### src/rtl/replay_buf.sv
// ---------------------------------------------------------------------------
// replay_buf -- data-link-layer transmit replay buffer.
//
// Holds sequence-stamped, LCRC-protected TLP frames until they are
// acknowledged. It forwards each frame to the PHY and processes ACK/NAK DLLPs
// to purge acknowledged frames. Outstanding frames are replayed on a NAK or on
// replay-timer expiry. Consecutive replays are counted, and a link retrain is
// requested when that count rolls over.
//
// Parameters:
//   DEPTH    frame slots (power of two, <= 2^(SEQ_W-1))
//   DATA_W   frame width (sequence number lives at [SEQ_W+111:112])
//   SEQ_W    sequence-number width
//   TIMEOUT  replay-timer expiry in clk cycles
//
// Ports:
//   clk, rst        clock (rising edge), synchronous active-low reset
//   frame_in/_valid/_ready   stamped frame from the CRC stage
//   dllp_valid/_nak/_seq     ACK/NAK DLLP (single-cycle pulse)
//   tx_data/_valid/_ready    frame stream to the PHY
//   replay_active   high while replaying
//   retrain         one-cycle link-retrain request
//   dllp_err        one-cycle pulse for a DLLP naming a non-outstanding seq
//   replay_cnt      applied-rewind statistics counter
//
// Optional feature macro: REPLAY_STATS_EN (enables the replay_cnt counter;
// otherwise replay_cnt is tied to zero).
// ---------------------------------------------------------------------------
module replay_buf #(
    parameter int unsigned DEPTH   = 8,
    parameter int unsigned DATA_W  = 128,
    parameter int unsigned SEQ_W   = 12,
    parameter int unsigned TIMEOUT = 1024
) (
    input  logic              clk,
    input  logic              rst,
    input  logic [DATA_W-1:0] frame_in,
    input  logic              frame_valid,
    output logic              frame_ready,
    input  logic              dllp_valid,
    input  logic              dllp_nak,
    input  logic [SEQ_W-1:0]  dllp_seq,
    output logic [DATA_W-1:0] tx_data,
    output logic              tx_valid,
    input  logic              tx_ready,
    output logic              replay_active,
    output logic              retrain,
    output logic              dllp_err,
    output logic [15:0]       replay_cnt
);

    localparam int unsigned AW      = $clog2(DEPTH);
    localparam int unsigned PW      = AW + 1;
    localparam int unsigned TW      = $clog2(TIMEOUT);
    localparam int unsigned SEQ_LSB = 112;

    typedef enum logic {
        ST_NORMAL,
        ST_REPLAY
    } state_t;

    // Frame storage; contents survive reset.
    logic [DATA_W-1:0] mem_q [DEPTH];

    logic [PW-1:0]     wr_ptr_q, wr_ptr_d;
    logic [PW-1:0]     ack_ptr_q, ack_ptr_d;
    logic [PW-1:0]     rd_ptr_q, rd_ptr_d;
    state_t            state_q, state_d;
    logic              rewind_pending_q, rewind_pending_d;
    logic [TW-1:0]     timer_q, timer_d;
    logic [1:0]        replay_num_q, replay_num_d;

    logic              frame_ready_q, frame_ready_d;
    logic              tx_valid_q, tx_valid_d;
    logic [DATA_W-1:0] tx_data_q, tx_data_d;
    logic              replay_active_q, replay_active_d;
    logic              retrain_q, retrain_d;
    logic              dllp_err_q, dllp_err_d;

    logic [PW-1:0]     tx_out;
    logic [SEQ_W-1:0]  oldest_seq;
    logic [SEQ_W-1:0]  n_ack;
    logic              wr_en;
    logic              handshake;
    logic              stalled;
    logic              purge;
    logic              dup;
    logic              bad;
    logic              nak_req;
    logic              expire;
    logic              tmo_req;
    logic              req;
    logic              rewind_go;

    // Next-state and registered-output logic.
    always_comb begin
        wr_ptr_d         = wr_ptr_q;
        ack_ptr_d        = ack_ptr_q;
        rd_ptr_d         = rd_ptr_q;
        state_d          = state_q;
        rewind_pending_d = rewind_pending_q;
        timer_d          = timer_q;
        replay_num_d     = replay_num_q;
        retrain_d        = 1'b0;
        dllp_err_d       = 1'b0;

        // Frames already sent but not yet acknowledged bound the legal ACK range.
        tx_out     = rd_ptr_q - ack_ptr_q;
        oldest_seq = mem_q[ack_ptr_q[AW-1:0]][SEQ_LSB +: SEQ_W];
        n_ack      = dllp_seq - oldest_seq + SEQ_W'(1);

        wr_en     = frame_valid && frame_ready_q;
        handshake = tx_valid_q && tx_ready;
        stalled   = tx_valid_q && !tx_ready;

        purge   = dllp_valid && (n_ack != '0) && (n_ack <= SEQ_W'(tx_out));
        dup     = dllp_valid && (n_ack == '0);
        bad     = dllp_valid && !purge && !dup;
        nak_req = dllp_valid && dllp_nak && !bad;

        expire  = (state_q == ST_NORMAL) && (rd_ptr_q != ack_ptr_q) &&
                  !rewind_pending_q && (timer_q == TW'(TIMEOUT - 1));
        // An ACK that purges in the expiry cycle cancels the timeout.
        tmo_req = expire && !purge;
        req     = nak_req || tmo_req;

        // A rewind never yanks a beat the PHY is currently stalling on.
        rewind_go = (rewind_pending_q || req) && !stalled;

        if (wr_en) begin
            wr_ptr_d = wr_ptr_q + PW'(1);
        end
        if (purge) begin
            ack_ptr_d = ack_ptr_q + PW'(n_ack);
        end
        if (handshake) begin
            rd_ptr_d = rd_ptr_q + PW'(1);
        end
        // Keep rd_ptr inside the unacknowledged window.
        if ((ack_ptr_d - ack_ptr_q) > (rd_ptr_d - ack_ptr_q)) begin
            rd_ptr_d = ack_ptr_d;
        end
        if (rewind_go) begin
            rd_ptr_d = ack_ptr_d;
        end

        // Purge clears the consecutive-replay count before a new request counts.
        replay_num_d = purge ? 2'd0 : replay_num_q;
        if (req && !rewind_pending_q) begin
            if (replay_num_d == 2'd3) begin
                retrain_d    = 1'b1;
                replay_num_d = 2'd0;
            end else begin
                replay_num_d = replay_num_d + 2'd1;
            end
        end
        rewind_pending_d = (rewind_pending_q || req) && !rewind_go;

        if (rewind_go) begin
            state_d = ST_REPLAY;
        end else if ((state_q == ST_REPLAY) && (rd_ptr_d == wr_ptr_d)) begin
            state_d = ST_NORMAL;
        end

        // Timer runs only while sent frames wait for an ACK in NORMAL.
        if (purge || rewind_go || expire || (state_q != ST_NORMAL) ||
            (rd_ptr_q == ack_ptr_q)) begin
            timer_d = '0;
        end else if (!rewind_pending_q) begin
            timer_d = timer_q + TW'(1);
        end

        frame_ready_d   = ((wr_ptr_d - ack_ptr_d) < PW'(DEPTH)) &&
                          (state_d == ST_NORMAL) && !rewind_pending_d;
        tx_valid_d      = (rd_ptr_d != wr_ptr_d);
        // Bypass the RAM when the next beat is the frame being written now.
        tx_data_d       = (wr_en && (rd_ptr_d[AW-1:0] == wr_ptr_q[AW-1:0])) ?
                          frame_in : mem_q[rd_ptr_d[AW-1:0]];
        replay_active_d = (state_d == ST_REPLAY);
        dllp_err_d      = bad;
    end

    // State and output registers.
    always_ff @(posedge clk) begin
        if (!rst) begin
            wr_ptr_q         <= '0;
            ack_ptr_q        <= '0;
            rd_ptr_q         <= '0;
            state_q          <= ST_NORMAL;
            rewind_pending_q <= 1'b0;
            timer_q          <= '0;
            replay_num_q     <= '0;
            frame_ready_q    <= 1'b0;
            tx_valid_q       <= 1'b0;
            tx_data_q        <= '0;
            replay_active_q  <= 1'b0;
            retrain_q        <= 1'b0;
            dllp_err_q       <= 1'b0;
        end else begin
            wr_ptr_q         <= wr_ptr_d;
            ack_ptr_q        <= ack_ptr_d;
            rd_ptr_q         <= rd_ptr_d;
            state_q          <= state_d;
            rewind_pending_q <= rewind_pending_d;
            timer_q          <= timer_d;
            replay_num_q     <= replay_num_d;
            frame_ready_q    <= frame_ready_d;
            tx_valid_q       <= tx_valid_d;
            tx_data_q        <= tx_data_d;
            replay_active_q  <= replay_active_d;
            retrain_q        <= retrain_d;
            dllp_err_q       <= dllp_err_d;
        end
    end

    // Frame RAM write port.
    always_ff @(posedge clk) begin
        if (rst && wr_en) begin
            mem_q[wr_ptr_q[AW-1:0]] <= frame_in;
        end
    end

`ifdef REPLAY_STATS_EN
    logic [15:0] replay_cnt_q, replay_cnt_d;

    // Saturating count of applied rewinds.
    always_comb begin
        replay_cnt_d = replay_cnt_q;
        if (rewind_go && (replay_cnt_q != 16'hFFFF)) begin
            replay_cnt_d = replay_cnt_q + 16'd1;
        end
    end

    always_ff @(posedge clk) begin
        if (!rst) begin
            replay_cnt_q <= '0;
        end else begin
            replay_cnt_q <= replay_cnt_d;
        end
    end

    assign replay_cnt = replay_cnt_q;
`else
    assign replay_cnt = 16'd0;
`endif

    assign frame_ready   = frame_ready_q;
    assign tx_valid      = tx_valid_q;
    assign tx_data       = tx_data_q;
    assign replay_active = replay_active_q;
    assign retrain       = retrain_q;
    assign dllp_err      = dllp_err_q;

endmodule

### config.mk
export PLATFORM = sky130hd
export DESIGN_NAME = replay_buf
export DESIGN_NICKNAME = d
export VERILOG_FILES = /design/src/rtl/replay_buf.sv
export SDC_FILE = /design/constraint.sdc
export NUM_CORES = 1
export LEC_CHECK = 0
export CORE_MARGIN = 10
export CORE_UTILIZATION = 45
export DETAILED_ROUTE_END_ITERATION = 10
export GPL_ROUTABILITY_DRIVEN = 0
export GPL_TIMING_DRIVEN = 0
export HOLD_SLACK_MARGIN = 0.03
export PLACE_DENSITY = 0.7
export REMOVE_ABC_BUFFERS = 1
export SKIP_CTS_REPAIR_TIMING = 1
export SLEW_MARGIN = 20
export SYNTH_ARGS = -nofsm -noshare
export SYNTH_HDL_FRONTEND = slang
export SYNTH_SLANG_ARGS = --single-unit
export TNS_END_PERCENT = 50
### constraint.sdc
create_clock -name clk -period 17.14 [get_ports clk]
set_input_delay 3.428 -clock clk [delete_from_list [all_inputs] [get_ports clk]]
set_output_delay 3.428 -clock clk [all_outputs]
set_load 0.02 [all_outputs]
# --- Word level (Yosys, flattened, before mapping) ---
# Memory sizes are Yosys's and may differ from the RTL's. A register that Yosys moved wholly into a read port is not among the register bits.
# Cells that the tools add are included.
op_classes:
  add_sub_neg: 11
  n_lt_le_gt_ge: 3
  eq_ne: 6
  muxes: 14
  n_bitwise: 3
  reduce_logical: 40
ops:
  columns: ["cell", "count"]
  rows:
  - ["logical AND 1 bit", 21]
  - ["2-to-1 mux 4 bit", 5]
  - ["subtractor 4 bit", 4]
  - ["adder 12 x 1 -> 12 bit (second input constant)", 1]
  - ["<= comparator 12 x 4 -> 1 bit", 1]
  - ["logical NOT 12 bit", 1]
  - ["nonzero test 12 bit", 1]
  - ["subtractor 12 bit", 1]
  - ["adder 10 x 1 -> 10 bit (second input constant)", 1]
  - ["equality test 10 bit (second input constant)", 1]
  - ["logical NOT 1 bit", 9]
  - ["adder 4 x 1 -> 4 bit (second input constant)", 2]
  - ["equality test 4 bit", 2]
  - ["!= test 4 bit", 2]
  - ["logical OR 1 bit", 6]
  - ["2-to-1 mux 2 bit", 3]
  - ["2-to-1 mux 1 bit", 5]
  - ["adder 4 bit", 1]
  - ["> comparator 4 bit", 1]
  - ["< comparator 4 bit (second input constant)", 1]
  - ["2-to-1 mux 3 bit", 1]
  - ["NOT 1 bit", 3]
  - ["adder 2 x 1 -> 2 bit (second input constant)", 1]
  - ["equality test 2 bit (second input constant)", 1]
  - ["other kinds (2)", 2]
totals:
  regBits: 30
  ramBits: 1024
  out_inout_bits: 149
  wordCells: 89
  memories: 1
memory_table:
  columns: ["name", "depth", "word_bits", "rd", "rd_ports_with_merged_regs", "write_ports", "line_no", "rtl"]
  rows:
  - ["mem_q", 8, 128, 2, 2, 1, "63", "logic [DATA_W-1:0] mem_q [DEPTH];"]

# --- Logic depth before layout (Yosys ltp) ---
# Gate-level depths: netlist of run 1.
logic_depth:
  ltp_word: 21
  mapped_depth: 34

# --- Least setup slack after synthesis of run 1 ---
# OpenSTA, ideal clock, no wires.
synth_path:
  kind: "input to register"
  start: "input port rst"
  end: "memory mem_q[1][0] (enable)"
  setup_time_ns: 0.772
  t_arrival_ns: 12.563
  path_slack_ns: 3.805
  stages: 4
  n_path_buf: 1
  cell_sequence: "clkbuf_1 and3_1 nand2_1 nor3_1"
synth_via:
  elab_chain_len: 3
synth_rtl:
  columns: ["item", "line_no", "rtl"]
  rows:
  - ["start: declaration", "36", "input logic rst,"]
  - ["logical AND 1 bit", "218", "if (rst && wr_en) begin"]
  - ["2-to-1 mux 1 bit", "218", null]
  - ["2-to-1 mux 1 bit (not written as such)", "219", "mem_q[wr_ptr_q[AW-1:0]] <= frame_in;"]
  - ["end: declaration", "63", null]
# Every way passes these cells.

# --- Final worst setup path of run 1 ---
layout_path:
  start: "input port dllp_seq[1]"
  end: "register tx_data_q[29], in the netlist tx_data[29] (read register of mem_q)"
layout_via:
  elab_chain_len: 14
  elab_cells_between_ends: 24
layout_rtl:
  columns: ["item", "line_no", "rtl"]
  rows:
  - ["start: declaration", "42", "input logic [SEQ_W-1:0] dllp_seq,"]
  - ["subtractor 12 bit *", "110", "n_ack = dllp_seq - oldest_seq + SEQ_W'(1);"]
  - ["adder 12 x 1 -> 12 bit *", "110", null]
  - ["parallel branches: the longest is 11 deep, another holds <= comparator 12 x 4 -> 1 bit", null, null]
  - ["2-to-1 mux 4 bit *", "143", "if (rewind_go) begin"]
  - ["end: declaration", "75", "logic [DATA_W-1:0] tx_data_q, tx_data_d;"]
# Mark *: on every way between the ends.
# A chain may end at the register's enable or synchronous reset.

==> out/metrics.yaml, run 1 <==
outcome: "complete, no violations"
reg2reg_depth: 35
cts_buffer_depth: 3
place_hpwl_um: 71000
die_x_um: 341
fmax_mhz: 82.8
area_delta_synth_final_pct: 22.4
clock_sinks: 1182
r2r_slack_ns: 6.92
synth_top_family_by_area: "multiplexers"
ios: 295
layout_min_cycle_time_ns: 12.08
track_usage_pct: 19.1
slew_violations: 0
path_max_fanout: 41
clk_pin_slew_ns: 0.06
finalCritPeriodShare_pct: 70.5
routed_wl_um: 114000
row_count: 117
wl_per_cell_um: 25.4
grt_pass1_vias: 27200
antenna_found_initial: 13
hold_depth: 2
clk_latency_ns: 0.72
synth_cell_types: 61
crit_type: "in2reg"
synthesis.area_mm2: 0.0464
seq_area_mm2: 0.0339
critPathArrivalTime_ns: 12.66
synth_enable_flop_cells: 1024
start_util_pct: 45.4
ys_warn_count: 0
final_common_cell: "edfxtp_1"
yosys-mux-area-fraction_pct: 12.6
die_h_um: 341
portBuffers: 278
cpMaxStageDelayCell: "nand2_4"
fill_cells: 7747
drc_errors: 0
hold_class: "reg2reg"
viasPerCell: 5.80
synth-xor-area-share_pct: 0.718
drive_gt1_share_pct: 11.6
drtAntennaViolNets: 0
grt_max_degree: 76
die_area_mm2: 0.116
grt_pass1_wl_um: 171000
synth_compound_area_share_pct: 8.30
min_from: "replay_active"
syn_inst: 2640
placedCellCount: 4248
slew_headroom_pct: 41.8
vias: 25900
synth_flop_cell: "edfxtp_1"
crit_required_ns: 17.73
hold_viol_final: 0
regToRegEndpoint: "tx_data[29]"
yosys.area.top_type: "edfxtp_1"
crit_path_frequent_cell: "ha_1"
ir_drop_v: 0.000200
cp-end-kind: "flop"
synth_simple_gate_area_share_pct: 1.71
layout.nets: 3197
setup_violations: 0
postLayoutCoreUtil_pct: 55.6
stdcell_count: 4476
hold_path_end: "replay_active"
synth.avg_cell_area_um2: 17.6
power.density_mw_per_mm2: 188
multi_input_area_mm2: 0.0117
synth_fa_ha_area_share_pct: 1.48
start_kind: "input pin"
maxCapViolations: 0
cts_buffers: 117
root_buffer: "clkbuf_16"
yosysTopAreaCellShare_pct: 66.3
async_flop_share_pct: 0
layout_common_cells: "edfxtp_1 (1024), mux2i_1 (529), clkdlybuf4s50_1 (277), dfxtp_1 (156), o22ai_1 (128)"
rsz0062_at_grt: "false"
drt-initial-drc-count: 2035
synth-seq-area-share_pct: 73.1
fin_skew_ns: 0.0280
worst_pin_slew_ns: 0.872
core_mm2: 0.102
htreeDepth: 3
synthTopCellsByArea: "edfxtp_1 (66%), mux2i_1 (11%), dfxtp_1 (6.8%)"
cts_tree: "yes"
p_leak_uw: 0.0205
dr.pass1.iters: 5
slowest_delay_ns: 0.62
synth_seq_cells: 1182
grt_overflow: 0
rr_startpoint: "ack_ptr_q[1]"
## layer usage
metal	vias up	global-route usage (%)	share of wire [%]
met5	-	0	0.13
met4	20	5.99	2.1
met3	204	3.94	6.4
met2	818	32.0	50
met1	13400	24.7	42
li1	11500	-	-
## through the flow
step	area [um2]	worst slack [ns]	hold slack [ns]	power [uW]	TNS, ns
2_1_floorplan	45600	-7.43	0.472	6690	-915.05
3_3_place_gp	50100	-14.92	0.488	7590	-
3_5_place_dp	52800	4.42	0.515	8100	0
4_1_cts	56700	5.13	0.528	10700	0
5_1_grt	56700	4.54	0.547	11100	0
6_report	56700	5.06	0.528	10600	0
## state kept, by name, indices dropped and copies added, names as in the netlist
name	flops
mem_q	1024
timer_q	10
replay_num_q	2
rd_ptr_q	4
replay_active	1
tx_data	128
wr_ptr_q	4
tx_valid	1
dllp_err	1
ack_ptr_q	4
rewind_pending_q	1
retrain	1
frame_ready	1
## Yosys cell counts (all sizes together) (4+ instances only)
cell type and count:
edfxtp 1024, mux2i 529, dfxtp 158, o221a 128
o221ai 128, o22ai 128, buf 96, clkbuf 90
ha 47, nor2 34, nand2 31, inv 25
mux4 24, xnor2 22, a21oi 20, nor2b 16
xor2 16, and2 10, and3 9, nand2b 9
o21ai 8, a21o 7, nand3 7, nor3 7
fa 5, nand4 5, or3 5, o211ai 4
or4 4
## layout make-up
cell class,instances,area share (%)
Antenna cell,4,0.0176
Clock buffer,168,5.75
Clock inverter,56,1.25
Inverter,25,0.165
Multi-Input combinational cell,1262,20.6
Sequential cell,1182,59.8
Tap cell,1368,3.02
Timing Repair Buffer,411,9.42
## worst max-delay path by stage
stage                startpoint           to  slack, ns  depth (start not counted)
global placement    dllp_seq[1]  tx_data[74]     -14.92                         30
finish              dllp_seq[1]  tx_data[29]       5.06                         34
detailed placement  dllp_seq[1]  tx_data[29]       4.42                         34
global route        dllp_seq[1]  tx_data[69]       4.54                         34
CTS                 dllp_seq[1]  tx_data[29]       5.13                         34
floorplan           dllp_seq[1]   tx_data[0]      -7.43                         29
## logic make-up (layout without fill, tap and decap cells)
| group | after synthesis | count (layout) |
|---|---|---|
| xor gates and xnor gates | 38 | 38 |
| AOI/OAI and AO/OA | 450 | 450 |
| muxes | 555 | 555 |
| adders and majority gates | 52 | 52 |
| other | 1 | 20 |
| and+or+nand+nor | 151 | 151 |
| DFF | 1182 | 1182 |
| buffers and inverters | 211 | 660 |
## report_power, final
part           internal (uW)  leakage (uW)  total, uW  switching (uW)
clock network           1540       0.00193       2600            1060
logic                   2110       0.00802       4690            2580
registers               3280        0.0105       3350            67.9
## critical path: cells and delay by family
kind	cells	cell delay, ns
AO/OA/AOI/OAI	11	2.80
adder cells (fa/ha/maj)	7	2.14
buffers and inverters	9	1.96
AND/OR/NAND/NOR	4	1.22
multiplexers	2	0.77
XOR/XNOR	1	0.20
(Power assumes the default switching activity.)
==> inputs of run 2 (changes only) <==
PLACE_DENSITY = 0.73   (was 0.7)
clock period = 10.7 ns   (was 17.14 ns; I/O delays follow)
==> run 2 against run 1 <==
Effect of this change: cell area about the same; highest routed layer unchanged; wire length is 0.77% lower; critical path type unchanged; register-to-register slack got worse by 6.2 ns; total power grew 61%.
==> out/metrics.yaml, run 2 (synthesis gave the netlist of run 1 again) <==
cp-end-kind: "flop"  # unchanged
min_from: "timer_q[3]"  # was replay_active
p_leak_uw: 0.0205  # about the same
hold_depth: 2  # unchanged
drc_errors: 0  # unchanged
antenna_found_initial: 13  # unchanged
area_delta_synth_final_pct: 22.4  # about the same
die_h_um: 341  # unchanged
largest_register_ffs: 1024  # unchanged
layout_min_cycle_time_ns: 10.29
layout_common_cells: "edfxtp_1 (1024), mux2i_1 (529), clkdlybuf4s50_1 (277), dfxtp_1 (156), o22ai_1 (128)"  # unchanged
path_max_fanout: 24  # was 41
regToRegEndpoint: "tx_data[29]"  # unchanged
crit_buf_inv: 11  # was 9
grt_pass1_vias: 27100  # was 27.2k
crit_path_frequent_cell: "ha_1"  # unchanged
setup_violations: 0  # unchanged
hold_class: "reg2reg"  # unchanged
track_usage_pct: 18.9  # was 19.1%
die_area_mm2: 0.116  # unchanged
hold_viol_final: 0  # unchanged
crit_family: "compound AO/OA/AOI/OAI gates"  # unchanged
portBuffers: 278  # unchanged
finalCritPeriodShare_pct: 96.2
crit_type: "in2reg"  # unchanged
wl_per_cell_um: 25.2  # was 25.4 um
hold_ws_ns: 0.523  # was 0.528 ns
clk_latency_ns: 0.70  # was 0.72 ns
final_common_cell: "edfxtp_1"  # unchanged
crit_required_ns: 11.26  # was 17.73 ns
ios: 295  # unchanged
ir_drop_v: 0.000474  # was 0.000200 V
start_kind: "input pin"  # unchanged
grt_max_degree: 59  # was 76
reg2reg_depth: 38  # was 35
place_hpwl_um: 70400  # was 71000 um
drive_gt1_share_pct: 12.1  # was 11.6%
viasPerCell: 5.83  # was 5.80
root_buffer: "clkbuf_16"  # unchanged
grt_pass1_wl_um: 169000  # was 171000 um
fmax_mhz: 97.2
drtAntennaViolNets: 0  # unchanged
setup_ws_ns: 0.409  # was 5.06 ns
cpMaxStageDelayCell: "o2111ai_4"  # was nand2_4
slew_headroom_pct: 38.7  # was 41.8%
core_mm2: 0.102  # unchanged
vias: 26100  # was 25.9k
critPathArrivalTime_ns: 10.86  # was 12.66 ns
grt_overflow: 0  # unchanged
htreeDepth: 3  # unchanged
rsz0062_at_grt: "false"  # unchanged
slowest_delay_ns: 0.57  # was 0.62 ns
dr.pass1.iters: 5  # unchanged
layout.nets: 3203  # was 3197
drt-initial-drc-count: 2278  # was 2035
fin_skew_ns: 0.0160  # was 0.0280 ns
cts_tree: "yes"  # unchanged
rr_startpoint: "ack_ptr_q[0]"  # was ack_ptr_q[1]
slew_violations: 0  # unchanged
start_util_pct: 45.4  # unchanged
clock_sinks: 1182  # unchanged
hold_path_end: "timer_q[3]"  # was replay_active
die_x_um: 341  # unchanged
maxCapViolations: 0  # unchanged
r2r_slack_ns: 0.71  # was 6.92 ns
outcome: "complete, no violations"  # unchanged
clk_pin_slew_ns: 0.06  # about the same
cts_buffers: 120  # was 117
place_ws_ns: -0.384  # was 4.42 ns
crit_cells: 36  # was 34
totalPowerFinal_uw: 17100  # was 10600 uW
row_count: 117  # unchanged
worst_pin_slew_ns: 0.918  # was 0.872 ns
cts_buffer_depth: 3  # unchanged
power.density_mw_per_mm2: 301  # was 188 mW/mm2
routed_wl_um: 113000  # was 114000 um
-- run 2: cell types whose count changed in the layout (fill, tap and decap cells not counted), sizes merged --
cell      previous run  this run
inv                 27        32
clkinvlp             3         5
buf                134       137
diode                4         1
bufinv              14         8
-- run 2: worst max-delay path by stage --
stage / slack [ns] / endpoint / startpoint
6_report: 0.41 / tx_data[29] / dllp_seq[1]
5_1_grt: 0.06 / tx_data[43] / dllp_seq[1]
4_1_cts: 0.30 / tx_data[29] / dllp_seq[1]
3_5_place_dp: -0.38 / tx_data[29] / dllp_seq[1]
3_3_place_gp: -19.44 / tx_data[60] / dllp_seq[1]
2_1_floorplan: -12.58 / tx_data[0] / dllp_seq[1]
-- run 2: worst min-delay path: stages, from the launching register on --
cell	delay, ns
dfxtp_1	0.34
xor2_1	0.07
nor2_1	0.08
-- run 2: metal layers --
metal	global-route usage [%]	vias to the layer above	part of all wire, %
li1	-	11500	-
met1	24.8	13400	41
met2	31.2	975	49
met3	4.51	198	7.8
met4	5.04	20	2.0
met5	0	-	0.12
-- run 2: cell type report --
class	count	area, um2
multi-input combinational	1262	11700
inverter	25	93.8
antenna	1	2.50
fill	7691	45300
tap	1368	1710
timing repair buffer	414	5340
clock buffer	168	3470
sequential	1182	33900
clock inverter	57	558
-- run 2: stage by stage --
stage                     utilization (%)  cell area, um2  cells  TNS (ns)
after global placement               49.1           50100   4115         -
final                                55.6           56800   4477         0
after CTS                            55.6           56700   4472         0
after detailed placement             51.7           52700   4247    -14.68
after floorplan                         -           45600   2469  -1882.20
after global routing                 55.6           56800   4477         0
-- run 2: power breakdown --
part	leakage (uW)	switching (uW)	internal, uW	total (uW)
clock	0.00197	1720	2450	4170
combinational	0.00803	4120	3440	7560
sequential	0.0105	111	5260	5370
